[src/rtl/key_schedule.sv]
// key_schedule
// ------------
// Sequential AES-128 key schedule. A 128-bit cipher key is taken over a
// valid/ready handshake. One expandKey round is then applied per clock until
// all 11 round keys sit in an internal register file. The cipher datapath
// reads that file by round index through a registered read port.
//
// Ports:
//   clk          clock, all state changes on the rising edge
//   rst_n        asynchronous, active-low reset
//   key_in       cipher key, bits [127:96] are word w0
//   key_valid    key_in is valid; accepted when key_valid && key_ready
//   key_ready    high in IDLE, a new key can be accepted
//   busy         high while the expansion is running
//   done         one-cycle pulse after round key 10 has been written
//   table_valid  all 11 stored round keys belong to the last accepted key
//   rk_addr      round-key index to read, 0..10 (11..15 read as zero)
//   rk_out       registered round key for rk_addr, one cycle of latency
module key_schedule (
    input  logic         clk,
    input  logic         rst_n,
    input  logic [127:0] key_in,
    input  logic         key_valid,
    output logic         key_ready,
    output logic         busy,
    output logic         done,
    output logic         table_valid,
    input  logic [3:0]   rk_addr,
    output logic [127:0] rk_out
);

    typedef enum logic {IDLE, EXPAND} state_t;

    // AES forward S-box, entry 0x00 in the most significant byte.
    localparam logic [2047:0] SBOX = {
        128'h637c777bf26b6fc53001672bfed7ab76,
        128'hca82c97dfa5947f0add4a2af9ca472c0,
        128'hb7fd9326363ff7cc34a5e5f171d83115,
        128'h04c723c31896059a071280e2eb27b275,
        128'h09832c1a1b6e5aa0523bd6b329e32f84,
        128'h53d100ed20fcb15b6acbbe394a4c58cf,
        128'hd0efaafb434d338545f9027f503c9fa8,
        128'h51a3408f929d38f5bcb6da2110fff3d2,
        128'hcd0c13ec5f974417c4a77e3d645d1973,
        128'h60814fdc222a908846eeb814de5e0bdb,
        128'he0323a0a4906245cc2d3ac629195e479,
        128'he7c8376d8dd54ea96c56f4ea657aae08,
        128'hba78252e1ca6b4c6e8dd741f4bbd8b8a,
        128'h703eb5664803f60e613557b986c11d9e,
        128'he1f8981169d98e949b1e87e9ce5528df,
        128'h8ca1890dbfe6426841992d0fb054bb16
    };

    state_t         state;
    state_t         state_next;
    logic [3:0]     round;
    logic [127:0]   cur;
    logic [127:0]   rk [0:10];
    logic [127:0]   next_key;
    logic [127:0]   rd_sel;
    logic           accept;
    logic           last;

    // Byte b lives at bit offset (255-b)*8, and 255-b is simply ~b.
    function automatic logic [7:0] sbox(input logic [7:0] b);
        return SBOX[{~b, 3'b000} +: 8];
    endfunction

    function automatic logic [31:0] subBytes32(input logic [31:0] w);
        return {sbox(w[31:24]), sbox(w[23:16]), sbox(w[15:8]), sbox(w[7:0])};
    endfunction

    function automatic logic [31:0] rcon(input logic [7:0] count);
        logic [7:0] rc;
        case (count)
            8'd1:    rc = 8'h01;
            8'd2:    rc = 8'h02;
            8'd3:    rc = 8'h04;
            8'd4:    rc = 8'h08;
            8'd5:    rc = 8'h10;
            8'd6:    rc = 8'h20;
            8'd7:    rc = 8'h40;
            8'd8:    rc = 8'h80;
            8'd9:    rc = 8'h1b;
            8'd10:   rc = 8'h36;
            default: rc = 8'h00;
        endcase
        return {rc, 24'h000000};
    endfunction

    // One AES-128 expansion round: the last word is rotated, substituted and
    // mixed with rcon, and then the XOR ripples through all four words.
    function automatic logic [127:0] expandKey(input logic [127:0] in,
                                               input logic [7:0]   count);
        logic [31:0] t;
        logic [31:0] n0;
        logic [31:0] n1;
        logic [31:0] n2;
        logic [31:0] n3;
        t  = subBytes32({in[23:0], in[31:24]}) ^ rcon(count);
        n0 = in[127:96] ^ t;
        n1 = in[95:64]  ^ n0;
        n2 = in[63:32]  ^ n1;
        n3 = in[31:0]   ^ n2;
        return {n0, n1, n2, n3};
    endfunction

    assign next_key = expandKey(cur, {4'b0000, round});

    // State register.
    always_ff @(posedge clk or negedge rst_n) begin
        if (!rst_n) begin
            state <= IDLE;
        end else begin
            state <= state_next;
        end
    end

    // Next state and handshake outputs. key_valid is only looked at in IDLE,
    // so a key offered during an expansion waits until the block is idle again.
    always_comb begin
        state_next = state;
        key_ready  = 1'b0;
        busy       = 1'b0;
        accept     = 1'b0;
        last       = 1'b0;
        case (state)
            IDLE: begin
                key_ready = 1'b1;
                if (key_valid) begin
                    accept     = 1'b1;
                    state_next = EXPAND;
                end
            end
            EXPAND: begin
                busy = 1'b1;
                if (round == 4'd10) begin
                    last       = 1'b1;
                    state_next = IDLE;
                end
            end
            default: state_next = IDLE;
        endcase
    end

    // Expansion datapath. Entries are overwritten in ascending order, so a
    // table being rebuilt holds a mix of old and new keys until done.
    always_ff @(posedge clk or negedge rst_n) begin
        if (!rst_n) begin
            round       <= 4'd0;
            cur         <= '0;
            done        <= 1'b0;
            table_valid <= 1'b0;
            for (int i = 0; i < 11; i++) begin
                rk[i] <= '0;
            end
        end else begin
            done <= 1'b0;
            if (accept) begin
                rk[0]       <= key_in;
                cur         <= key_in;
                round       <= 4'd1;
                table_valid <= 1'b0;
            end else if (busy) begin
                rk[round] <= next_key;
                cur       <= next_key;
                round     <= round + 4'd1;
                if (last) begin
                    done        <= 1'b1;
                    table_valid <= 1'b1;
                end
            end
        end
    end

    always_comb begin
        rd_sel = '0;
        if (rk_addr <= 4'd10) begin
            rd_sel = rk[rk_addr];
        end
    end

    // Registered read port. It samples the pre-edge table, so an entry
    // written on the same edge is returned with its old value.
    always_ff @(posedge clk or negedge rst_n) begin
        if (!rst_n) begin
            rk_out <= '0;
        end else begin
            rk_out <= rd_sel;
        end
    end

endmodule

[config.mk]
export PLATFORM = sky130hd
export DESIGN_NAME = key_schedule
export DESIGN_NICKNAME = d
export VERILOG_FILES = /design/src/rtl/key_schedule.sv
export SDC_FILE = /design/constraint.sdc
export NUM_CORES = 2
export LEC_CHECK = 0
export BUFFER_PORTS_ARGS = -buffer_cell sky130_fd_sc_hd__buf_4
export CELL_PAD_IN_SITES_DETAIL_PLACEMENT = 1
export CELL_PAD_IN_SITES_GLOBAL_PLACEMENT = 2
export CORE_UTILIZATION = 41
export CTS_CLUSTER_SIZE = 24
export DETAILED_ROUTE_END_ITERATION = 8
export HOLD_SLACK_MARGIN = 0.12
export PLACE_DENSITY = 0.9
export SYNTH_ARGS = -nofsm -noshare
export SYNTH_HDL_FRONTEND = slang
export SYNTH_SLANG_ARGS = --single-unit
[constraint.sdc]
create_clock -name clk -period 4.89 [get_ports clk]
set_clock_uncertainty 0.15 [all_clocks]
set_input_delay 0.489 -clock clk [delete_from_list [all_inputs] [get_ports clk]]
set_output_delay 0.489 -clock clk [all_outputs]
set_load 0.01 [all_outputs]
==> impl_metrics.env <==
export IMPL_port_buffers=266
export IMPL_synth_commonest_cells="1,671 x dfrtp_1, 1,460 x o21ai_0, 1,451 x nand2_1"
export IMPL_cp_end_kind="flop"
export IMPL_core_um2=212000
export IMPL_row_count=169
export IMPL_routabilityCongestion=1.02
export IMPL_h_tree_depth=4
export IMPL_wl_um=376000
export IMPL_hp_class="input pin to asynchronous set/reset pin"
export IMPL_antenna_found_initial=25
export IMPL_slew_headroom_pct=10.9
export IMPL_synthMostInstantiatedCell="dfrtp_1"
export IMPL_numCtsBuffers=181
export IMPL_insertion_delay_ps=890
export IMPL_grt_pass1_wl_um=555000
export IMPL_worstMarginPinSlew_ps=1330
export IMPL_ys_ff_latch=1671
export IMPL_viasPerCell=6.34
export IMPL_synth_main_ff_cell="dfrtp_1"
export IMPL_layout_area_overhead_vs_synth_pct=16.5
export IMPL_synthArstFlopShare_pct=100
export IMPL_ys_seq_area_share_pct=47.9
export IMPL_grt_setup_unrepaired="false"
export IMPL_syn_cell_area_um2=87300
export IMPL_finalCritPeriodShare_pct=101
export IMPL_crit_type="flop to flop"
export IMPL_synth_nets=9106
export IMPL_drcViolationCount=0
export IMPL_ys_types=116
export IMPL_fmaxAchievable_mhz=203
export IMPL_grt_pass1_vias=79768
export IMPL_drtAntennaViolNets=0
export IMPL_drt_iter0_drc=7093
export IMPL_synth_edff_count=0
export IMPL_max_clock_path_buffers=3
export IMPL_ioPinCount=267
export IMPL_hpwl_um=244000
export IMPL_post_route_min_period_ps=4930
export IMPL_setup_slack_ps=-39.7
export IMPL_slew_violations=0
export IMPL_clockRootBuffer="clkbuf_16"
export IMPL_syn_avg_cell_area_um2=9.80
export IMPL_crit_required_ps=5460
export IMPL_drive_above_1_share_pct=16.9
export IMPL_firstDrtPassIters=5
export IMPL_finalHoldViolCount=0
export IMPL_startpoint="cur[0]"
export IMPL_fin_util_pct=48.0
export IMPL_yosys_warnings=0
export IMPL_syn_inst=8910
export IMPL_grt_overflow_total=0
export IMPL_cp_start_kind="flop"
export IMPL_failed_checks="setup timing"
export IMPL_nNetsFinal=9263
export IMPL_synth_top_area_share_pct=47.9
export IMPL_cts_sinks=1671
export IMPL_whs_ps=112
export IMPL_outcome="finished, violations left"
export IMPL_dieHeight_um=463
export IMPL_die_area_um2=215000
export IMPL_cts_tree="done"
export IMPL_fill_cells=23219
export IMPL_grt_total_usage_pct=34.6
export IMPL_drv_cap=0
export IMPL_die_w_um=463
export IMPL_grt_max_degree=145
export IMPL_r2r_start="cur[0]"
export IMPL_wl_per_cell_um=31.2
export IMPL_initial_core_util_pct=41.2
export IMPL_synth_area_top_cells="dfrtp_1 48%, o21ai_0 8.4%, mux4_2 8.3%, nand2_1 6.2%, mux2i_1 3.8%"
export IMPL_cp_data_arrival_time_ps=5500
export IMPL_synth_top_cell_by_area="dfrtp_1"
export IMPL_clk_pin_slew_ps=60
export IMPL_setup_violations=12
export IMPL_num_vias=76432
export IMPL_cp_max_fo=21
[metal layers]
layer	global-route usage, %	vias up	wire (µm)
li1	-	32141	-
met4	17.3	14	20600
met2	54.4	3264	173000
met3	6.56	850	27700
met1	45.9	40163	155000
met5	0	-	92
[repair_timing]
item,in CTS,in global routing
endpoints found under the setup margin,2,36
hold buffers,133,0
gates cloned,0,0
setup buffers,0,0
endpoints found under the hold margin,427,0
resized for setup,2,5
[worst paths after layout]
kind                                    to  slack (ps)  depth (start not counted)
worst min-delay path                rk[81]         110                          2
max in group asynchronous          cur[19]        2810                          3
min in group clk                rk_out[46]         190                          4
worst max-delay path               rk[687]         -40                         12
worst min register to register     rk[967]         320                          2
worst max register to register     rk[687]         -40                         12
[sequential cells by signal, indices dropped and copies added (netlist names)]
register and cells:
cur 128, table_valid 1, state 1, rk 1408, rk_out 128, round 4
done 1
[cell families (layout without fill, tap and decap cells)]
family | count (synthesis) | count (layout) | synth area share, %
XOR/XNOR | 195 | 195 | 2.28
AO/OA/AOI/OAI | 2873 | 2873 | 19.4
other | 0 | 12 | 0
flip-flops | 1671 | 1671 | 47.9
multiplexers | 670 | 670 | 12.3
adder cells (fa/ha/maj) | 61 | 61 | 0.874
AND/OR/NAND/NOR | 2432 | 2432 | 12.3
buffers and inverters | 1008 | 1312 | 4.85
[metrics by stage]
| step | worst slack [ps] | setup TNS [ps] | cells | area, µm² |
|---|---|---|---|---|
| detailed placement | 27.7 | 0 | 11572 | 93900 |
| global route | 17.6 | 0 | 12040 | 102000 |
| floorplan | 661 | 0 | 8910 | 87300 |
| global placement | 47.1 | 0 | 11572 | 93900 |
| CTS | 1.04 | 0 | 12035 | 102000 |
| finish | -39.7 | -255 | 12047 | 102000 |
[worst max-delay path, stage by stage, from the launching register on]
cell	delay (ps)
dfrtp_1	360
buf_4	310
buf_4	280
nor2b_1	790
nor2_1	180
o311ai_0	780
a311oi_2	290
nor2_2	560
xnor2_1	210
buf_4	340
xor2_1	190
buf_4	200
o21ai_0	110
[layout make-up]
cell class,instances,area (µm²),share of cell area [%]
diodes,12,30.0,0.0295
clock buffers,252,5220,5.13
multi-input cells,6231,41500,40.8
inverters,57,214,0.210
well taps,2821,3530,3.47
clock inverters,78,1180,1.16
repair buffers,925,8180,8.04
flip-flops and latches,1671,41800,41.1
[layout by cell type, fill, tap and decap left out, types with 40 or more instances in the layout]
| cell type | count |
|---|---|
| a211oi_1 | 145 |
| a21oi_1 | 427 |
| a22oi_1 | 138 |
| a311oi_1 | 43 |
| a31oi_1 | 48 |
| buf_12 | 68 |
| buf_4 | 718 |
| clkbuf_16 | 182 |
| clkbuf_8 | 40 |
| dfrtp_1 | 1658 |
| dlygate4sd3_1 | 133 |
| ha_1 | 60 |
| inv_1 | 41 |
| mux2i_1 | 329 |
| mux4_2 | 323 |
| nand2_1 | 1450 |
| nand2b_1 | 92 |
| nand3_1 | 77 |
| nor2_1 | 311 |
| nor2b_1 | 168 |
| nor3_1 | 97 |
| o211ai_1 | 44 |
| o21ai_0 | 1460 |
| o21ai_1 | 98 |
| o22ai_1 | 145 |
| xnor2_1 | 94 |
| xor2_1 | 64 |
Power is left out: the tool's default activity adds up to more than one toggle a clock period on the data nets, which glitch-free logic cannot reach.
